**config.mk**
```make
export PLATFORM = sky130hd
export DESIGN_NAME = cpu_run_ctrl
export DESIGN_NICKNAME = d
export VERILOG_FILES = /design/src/rtl/cpu_run_ctrl.sv
export SDC_FILE = /design/constraint.sdc
export NUM_CORES = 1
export LEC_CHECK = 0
export ABC_AREA = 0
export CAP_MARGIN = 0
export CORE_UTILIZATION = 35
export DETAILED_ROUTE_END_ITERATION = 16
export GPL_TIMING_DRIVEN = 0
export PLACE_DENSITY = 0.68
export SYNTH_ARGS = -nofsm -noshare
export SYNTH_HDL_FRONTEND = slang
export SYNTH_SLANG_ARGS = --single-unit
```
**constraint.sdc**
```tcl
create_clock -name clk -period 2.1 [get_ports clk]
set_input_delay 0.21 -clock clk [delete_from_list [all_inputs] [get_ports clk]]
set_output_delay 0.21 -clock clk [all_outputs]
set_load 0.01 [all_outputs]
```
**src/rtl/cpu_run_ctrl.sv**
```systemverilog
// Run/step/halt sequencer and byte-stream program loader for the single-cycle core.
// Define CPU_BRK_EN to build the PC breakpoint comparator; otherwise brk_en/brk_addr are ignored.
module cpu_run_ctrl #(
  parameter int IMEM_AW = 8
) (
  input  logic               clk,
  input  logic               rst_n,
  input  logic               cmd_valid,
  output logic               cmd_ready,
  input  logic [2:0]         cmd_op,
  input  logic [IMEM_AW:0]   cmd_len,
  input  logic               ld_valid,
  output logic               ld_ready,
  input  logic [7:0]         ld_data,
  output logic               imem_we,
  output logic [IMEM_AW-1:0] imem_waddr,
  output logic [31:0]        imem_wdata,
  input  logic [31:0]        inst,
  input  logic [31:0]        pc,
  input  logic               brk_en,
  input  logic [31:0]        brk_addr,
  output logic               pc_en,
  output logic               pc_clr,
  output logic [1:0]         state,
  output logic [1:0]         halt_cause,
  output logic [31:0]        instret
);

  typedef enum logic [1:0] {
    ST_IDLE = 2'd0,
    ST_LOAD = 2'd1,
    ST_RUN  = 2'd2,
    ST_STEP = 2'd3
  } state_t;

  localparam logic [2:0]       OP_HALT  = 3'b000;
  localparam logic [2:0]       OP_RUN   = 3'b001;
  localparam logic [2:0]       OP_STEP  = 3'b010;
  localparam logic [2:0]       OP_LOAD  = 3'b011;
  localparam logic [2:0]       OP_CLRPC = 3'b100;
  localparam logic [31:0]      EBREAK   = 32'h0010_0073;
  localparam logic [IMEM_AW:0] ONE_WORD = {{IMEM_AW{1'b0}}, 1'b1};

  state_t             state_r, state_next;
  logic [1:0]         cause_r, cause_next;
  logic [IMEM_AW:0]   left_r;
  logic [1:0]         byte_idx_r;
  logic [23:0]        word_r;
  logic               imem_we_r;
  logic [IMEM_AW-1:0] imem_waddr_r;
  logic [31:0]        imem_wdata_r;
  logic               pc_clr_r;
  logic [31:0]        instret_r;
  logic               ebreak_hit_s;
  logic               bp_hit_s;

  assign ebreak_hit_s = (inst == EBREAK);

`ifdef CPU_BRK_EN
  assign bp_hit_s = brk_en & (pc == brk_addr);
`else
  logic unused_brk_s;
  assign unused_brk_s = ^{brk_en, brk_addr, pc};
  assign bp_hit_s     = 1'b0;
`endif

  assign state      = state_r;
  assign halt_cause = cause_r;
  assign imem_we    = imem_we_r;
  assign imem_waddr = imem_waddr_r;
  assign imem_wdata = imem_wdata_r;
  assign pc_clr     = pc_clr_r;
  assign instret    = instret_r;

  // Next-state, halt cause and the combinational handshake/enable outputs
  always_comb begin
    state_next = state_r;
    cause_next = cause_r;
    cmd_ready  = 1'b0;
    ld_ready   = 1'b0;
    pc_en      = 1'b0;
    case (state_r)
      ST_IDLE: begin
        cmd_ready = 1'b1;
        if (cmd_valid) begin
          case (cmd_op)
            OP_RUN:  state_next = ST_RUN;
            OP_STEP: state_next = ST_STEP;
            OP_LOAD: state_next = ST_LOAD;
            default: state_next = ST_IDLE;
          endcase
        end else begin
          state_next = ST_IDLE;
        end
      end
      ST_LOAD: begin
        // No bytes are taken while a word is being written or when nothing is left
        ld_ready = !imem_we_r && (left_r != '0);
        if (imem_we_r) begin
          if (left_r == ONE_WORD) begin
            state_next = ST_IDLE;
            cause_next = 2'b00;
          end else begin
            state_next = ST_LOAD;
          end
        end else if (left_r == '0) begin
          state_next = ST_IDLE;
          cause_next = 2'b00;
        end else begin
          state_next = ST_LOAD;
        end
      end
      ST_RUN: begin
        cmd_ready = 1'b1;
        pc_en     = !ebreak_hit_s && !bp_hit_s;
        if (ebreak_hit_s) begin
          state_next = ST_IDLE;
          cause_next = 2'b01;
        end else if (bp_hit_s) begin
          state_next = ST_IDLE;
          cause_next = 2'b10;
        end else if (cmd_valid && (cmd_op == OP_HALT)) begin
          state_next = ST_IDLE;
          cause_next = 2'b00;
        end else begin
          state_next = ST_RUN;
        end
      end
      ST_STEP: begin
        pc_en      = !ebreak_hit_s;
        state_next = ST_IDLE;
        cause_next = ebreak_hit_s ? 2'b01 : 2'b11;
      end
      default: begin
        state_next = ST_IDLE;
      end
    endcase
  end

  // State and halt-cause registers
  always_ff @(posedge clk or negedge rst_n) begin
    if (!rst_n) begin
      state_r <= ST_IDLE;
      cause_r <= 2'b00;
    end else begin
      state_r <= state_next;
      cause_r <= cause_next;
    end
  end

  // Loader datapath, pc_clr strobe and retired-instruction counter
  always_ff @(posedge clk or negedge rst_n) begin
    if (!rst_n) begin
      left_r       <= '0;
      byte_idx_r   <= 2'd0;
      word_r       <= 24'd0;
      imem_we_r    <= 1'b0;
      imem_waddr_r <= '0;
      imem_wdata_r <= 32'd0;
      pc_clr_r     <= 1'b0;
      instret_r    <= 32'd0;
    end else begin
      pc_clr_r  <= 1'b0;
      imem_we_r <= 1'b0;
      if (pc_en) begin
        instret_r <= instret_r + 32'd1;
      end
      case (state_r)
        ST_IDLE: begin
          if (cmd_valid && (cmd_op == OP_LOAD)) begin
            left_r       <= cmd_len;
            imem_waddr_r <= '0;
            byte_idx_r   <= 2'd0;
            instret_r    <= 32'd0;
            pc_clr_r     <= (cmd_len == '0);
          end else if (cmd_valid && (cmd_op == OP_CLRPC)) begin
            pc_clr_r <= 1'b1;
          end
        end
        ST_LOAD: begin
          if (imem_we_r) begin
            imem_waddr_r <= imem_waddr_r + 1'b1;
            left_r       <= left_r - ONE_WORD;
            pc_clr_r     <= (left_r == ONE_WORD);
          end else if (ld_valid && ld_ready) begin
            case (byte_idx_r)
              2'd0:    word_r[7:0]   <= ld_data;
              2'd1:    word_r[15:8]  <= ld_data;
              2'd2:    word_r[23:16] <= ld_data;
              default: begin
                imem_we_r    <= 1'b1;
                imem_wdata_r <= {ld_data, word_r};
              end
            endcase
            byte_idx_r <= byte_idx_r + 2'd1;
          end
        end
        default: begin
          left_r <= left_r;
        end
      endcase
    end
  end

endmodule

```
# Word-level counts from Yosys, hierarchy flattened
# Cells that the tools add are included.
# word_totals
ram_bits,0
register_bits,113
latch_bits,0
word_cells,100
mem_count,0
mem_bits_ro,0
inputBits,121
# classes
n_div,0
mul,0
reduce_logical,25
bitwise,2
mux,39
n_lt_le_gt_ge,0
n_addsub,4
eq_ne,18
shifts,0
# ops
op,n
32-bit 2-to-1 mux,3
"32-bit by 1-bit adder with 32-bit output, second input constant",1
"32-bit by 21-bit == test with 1-bit output, second input constant",1
2-bit 2-to-1 mux,13
4-bit AND reduction,6
9-bit zero test,2
9-bit 2-to-1 mux,2
9-bit case mux with 2 select lines,1
8-bit 2-to-1 mux,2
8-bit case mux with 2 select lines,1
1-bit 2-to-1 mux,12
2-bit case mux with 3 select lines,2
"9-bit by 1-bit == test with 1-bit output, second input constant",1
"3-bit inequality test, second input constant",3
9-bit nonzero test,1
"9-bit by 1-bit subtractor with 9-bit output, second input constant",1
"8-bit by 1-bit adder with 8-bit output, second input constant",1
"2-bit inequality test, second input constant",4
2-bit case mux with 4 select lines,1
"2-bit == test, second input constant",3
"3-bit by 2-bit == test with 1-bit output, second input constant",2
1-bit logical AND,5
"2-bit by 1-bit == test with 1-bit output, second input constant",2
2-bit zero test,2
13 further kinds,16

# Longest topological paths before layout
# depth
ltp_word,7
depth_mapped,9
ltp_nobuf,7

# Worst setup path after synthesis
# OpenSTA, ideal clock, no wires.
# synth_path
path_kind,register -> register
from,register left_r[7]
to,"register imem_wdata_r[10], in the netlist imem_wdata[10]"
n_path_buf,2
path_stages_with_launch,8
t_arrival_ns,2.011
setup_slack_ns,-0.036
required_ns,1.975
cell_sequence,dfrtp_1 > or4_4 > nor4_4 > a21oi_2 > and2_4 > buf_6 > buf_6 > mux2_4
# synth_via
elab_chain_cells,5
# synth_rtl
element,line,source
start: declaration,46,logic [IMEM_AW:0] left_r;
start signal: assignment,171,left_r <= cmd_len;
start signal: assignment,183,left_r <= left_r - ONE_WORD;
start signal: assignment,199,left_r <= left_r;
9-bit nonzero test,98,ld_ready = !imem_we_r && (left_r != '0);
1-bit logical AND,98,
1-bit 2-to-1 mux,82,case (state_r)
1-bit logical AND,185,end else if (ld_valid && ld_ready) begin
4-bit AND reduction (no source line),n/a,
end signal: assignment,192,"imem_wdata_r <= {ld_data, word_r};"
end: declaration,51,logic [31:0] imem_wdata_r;
# No other way between the ends.
# A chain may end at the register's enable or synchronous reset.

# Worst setup path in the final report
# layout_path
from,register left_r[5]
to,"register imem_wdata_r[22], in the netlist imem_wdata[22]"
# The elaborated chain is that of the path after synthesis.

==> results.cfg <==
[route]
vias = 4440
routedWlPerCell_microns = 16.73
wl_microns = 14040
drt_iter0_drc = 259
dr.pass1.iters = 4
viasPerCell = 5.292
ant_nets = 0
remaining_drc_errors = 0

[floorplan]
die_w_microns = 126.3
dieArea_sq_um = 15950
core_sq_um = 15150
placementRows = 45
design.portCount = 202
initial_core_util = 0.3570
die_h_microns = 126.3

[setup_path]
critPathArrivalTime_ns = 2.44
cp.required_ns = 2.40
path_max_fanout = 10
end_kind = flop
start_kind = flop
critical_path_class = flop to flop

[status]
status = complete, but fails checks
violations = setup timing

[sta]
setup_viol = 30
fin_crit_ns = 2.141
maxSlewHeadroom = 0.5873
holdWs_ns = 0.3415
worst_pin_slew_ns = 0.6163
max_freq_ghz = 0.4670
finalCritPeriodShare = 1.020
finClkSkew_ns = 0.006199
final_max_slew_viol_count = 0
rsz0062_at_grt = yes
final_hold_viol_count = 0
setup_slack_ns = -0.04127

[cells_and_area]
nNetsFinal = 769
final_cells = 839
diodes = 0
stdcell_area_sq_um = 7956
drive_gt1_frac = 0.2181
areaGrowthSynthToFinish_pct = 47.16

[place]
portBuffers = 136
dpl.cell_count = 795
dpl_cell_area_sq_um = 7032
dp_hpwl_microns = 9669
gp_congestion = 0.8360

[power]
comb_power_share = 0.367
p_int_mw = 7.342
switchingPower_mw = 3.187
peakVddDrop_mv = 0.6918
p_clk_frac = 0.295
pwr_density_cell_nw_per_um2 = 1323
p_leak_nw = 3.336
p_seq_frac = 0.338
total_power_mw = 10.53
p_sw_frac = 0.3027

[synth]
syn-cell-area_sq_um = 5406
syn_avg_cell_area_sq_um = 11.50
ys_seq_area_frac = 0.5230
synth_flop_cell = dfrtp_1
yosys_warnings = 0
synth.distinct_cells = 50
synthArstFlopShare = 1.000
synth_fp_nets = 600
synth_seq_cells = 113
synth-edff-count = 0
synthCells = 470

[global_route]
grt_pass1_wl_microns = 22980
grt_pass1_vias = 4467
antenna_found_initial = 0
track_usage = 0.1855
grt_max_degree = 63
grt_overflow = 0

[cts]
cts_num_sinks = 113
cts_tree = done
cts_made_buffers = 17
clockBufferDepth = 2
cts-root-buf = clkbuf_16
htreeDepth = 4
path_clk_slew_ns = 0.05
clkLatencyLatePin_ns = 0.41

[hold_path]
hold_class = primary input to async pin

[job]
drv_cap = 0
-- synth_stat cells (2+ instances only) --
master | count | area [sq um]
ha_1 | 9 | 112.6
and2_1 | 4 | 25.02
a22o_1 | 2 | 17.52
dfrtp_1 | 113 | 2828
nand3_1 | 11 | 55.05
mux2_2 | 28 | 315.3
nor4bb_1 | 2 | 20.02
nand2_1 | 46 | 172.7
mux2_4 | 29 | 435.4
nand2b_1 | 2 | 12.51
nand4_1 | 14 | 87.58
xnor2_1 | 2 | 17.52
o21ai_0 | 24 | 120.1
nor2b_1 | 2 | 12.51
inv_1 | 7 | 26.28
mux2i_1 | 6 | 60.06
o2111ai_1 | 6 | 52.55
nor2_1 | 24 | 90.09
or3_1 | 15 | 93.84
or2_2 | 2 | 12.51
a211oi_1 | 4 | 30.03
a32oi_1 | 5 | 43.79
a31oi_1 | 2 | 12.51
or4_1 | 6 | 45.04
xor2_1 | 10 | 87.58
clkbuf_1 | 12 | 45.04
o211ai_1 | 9 | 67.56
buf_2 | 4 | 20.02
and4_1 | 2 | 17.52
o31ai_1 | 6 | 45.04
and3_1 | 7 | 43.79
nor4b_1 | 2 | 17.52
nor3_1 | 5 | 25.02
buf_6 | 4 | 45.04
a21oi_1 | 22 | 110.1
nor4_1 | 8 | 50.05
-- worst paths after layout --
check,slack (ns),startpoint,end,cells past startpoint
max,-0.04,left_r[5]$_DFFE_PN0P_,imem_wdata[22]$_DFFE_PN0P_,7
max in group asynchronous,1.08,rst_n,instret[12]$_DFF_PN0_,3
min reg2reg,0.50,word_r[0]$_DFFE_PN0P_,imem_wdata[0]$_DFFE_PN0P_,1
max reg2reg,-0.04,left_r[5]$_DFFE_PN0P_,imem_wdata[22]$_DFFE_PN0P_,7
min in group clk,0.40,cmd_valid,pc_clr$_DFF_PN0_,3
min,0.34,rst_n,imem_wdata[21]$_DFFE_PN0P_,2
-- sequential cells by signal, indices dropped and copies added, names as in the netlist --
register / flops
byte_idx_r: 2
halt_cause: 2
imem_waddr: 8
imem_wdata: 32
imem_we: 1
instret: 32
left_r: 9
pc_clr: 1
state: 2
word_r: 24
-- power by group through the flow --
stage | combinational [mW] | sequential [mW] | clock (mW)
6_report | 3.86 | 3.56 | 3.11
5_1_grt | 4.16 | 3.67 | 3.26
4_1_cts | 3.80 | 3.55 | 3.16
3_5_place_dp | 3.42 | 3.58 | 0
3_3_place_gp | 3.33 | 3.54 | 0
2_1_floorplan | 1.80 | 3.64 | 0
-- cells in the final DEF (no fill, tap or decap), types with 7 or more instances in the layout --
master and n:
a21oi_1 22, buf_4 15, clkbuf_16 17, clkdlybuf4s50_1 133, dfrtp_1 111, ha_1 9
inv_1 7, mux2_2 28, mux2_4 29, nand2_1 46, nand3_1 11, nand4_1 14
nor2_1 24, nor4_1 7, o211ai_1 9, o21ai_0 23, or3_1 15, xor2_1 10
-- layout make-up --
| type | count | area (sq um) |
|---|---|---|
| Multi-Input combinational cell | 329 | 2551 |
| Clock inverter | 10 | 156.4 |
| Tap cell | 188 | 235.2 |
| Clock buffer | 21 | 480.5 |
| Buffer | 17 | 140.1 |
| Fill cell | 1313 | 7189 |
| Inverter | 8 | 32.53 |
| Timing Repair Buffer | 153 | 1530 |
| Sequential cell | 113 | 2830 |
-- cell families (layout without fill, tap and decap cells) --
| group | after synthesis | count (layout) | synth area share |
|---|---|---|---|
| adders and majority gates | 9 | 9 | 0.02083 |
| muxes | 63 | 63 | 0.1500 |
| xor gates and xnor gates | 12 | 12 | 0.01944 |
| AOI/OAI and AO/OA | 86 | 86 | 0.1014 |
| and+or+nand+nor | 159 | 159 | 0.1595 |
| buffers and inverters | 28 | 209 | 0.02592 |
| DFF | 113 | 113 | 0.5230 |
-- worst max-delay path, stage by stage, from the launching register on --
cell and delay [ns]:
dfrtp_2 0.43, or4_4 0.51, nor4_4 0.17, buf_4 0.17
a21oi_4 0.06, and2_4 0.22, buf_12 0.16, mux2_4 0.29
-- metal layers --
layer  GRT usage  part of all wire  routed length [microns]
met4     0.06804             0.012                      171
met5           0                 0                        0
met1      0.2377              0.45                     6280
met2      0.2915              0.47                     6580
met3     0.06160             0.071                     1002
-- through the flow --
stage | setup slack (ns) | util | setup TNS, ns
4_1_cts | -0.1591 | 0.5203 | -6.843
2_1_floorplan | -0.03567 | - | -1.007
5_1_grt | -0.1132 | 0.5253 | -3.319
6_report | -0.04127 | 0.5253 | -0.9358
3_3_place_gp | -3.559 | 0.4624 | -451.71
3_5_place_dp | -1.037 | 0.4643 | -52.81
-- what timing repair did --
item,4_1_cts,5_1_grt
hold buffers,1,0
hold endpoints to repair,51,0
pin swaps,8,6
buffers inserted,10,5
cloned,1,0
resized for setup,37,16
endpoints found under the setup margin,105,66
(Power assumes the default switching activity.)
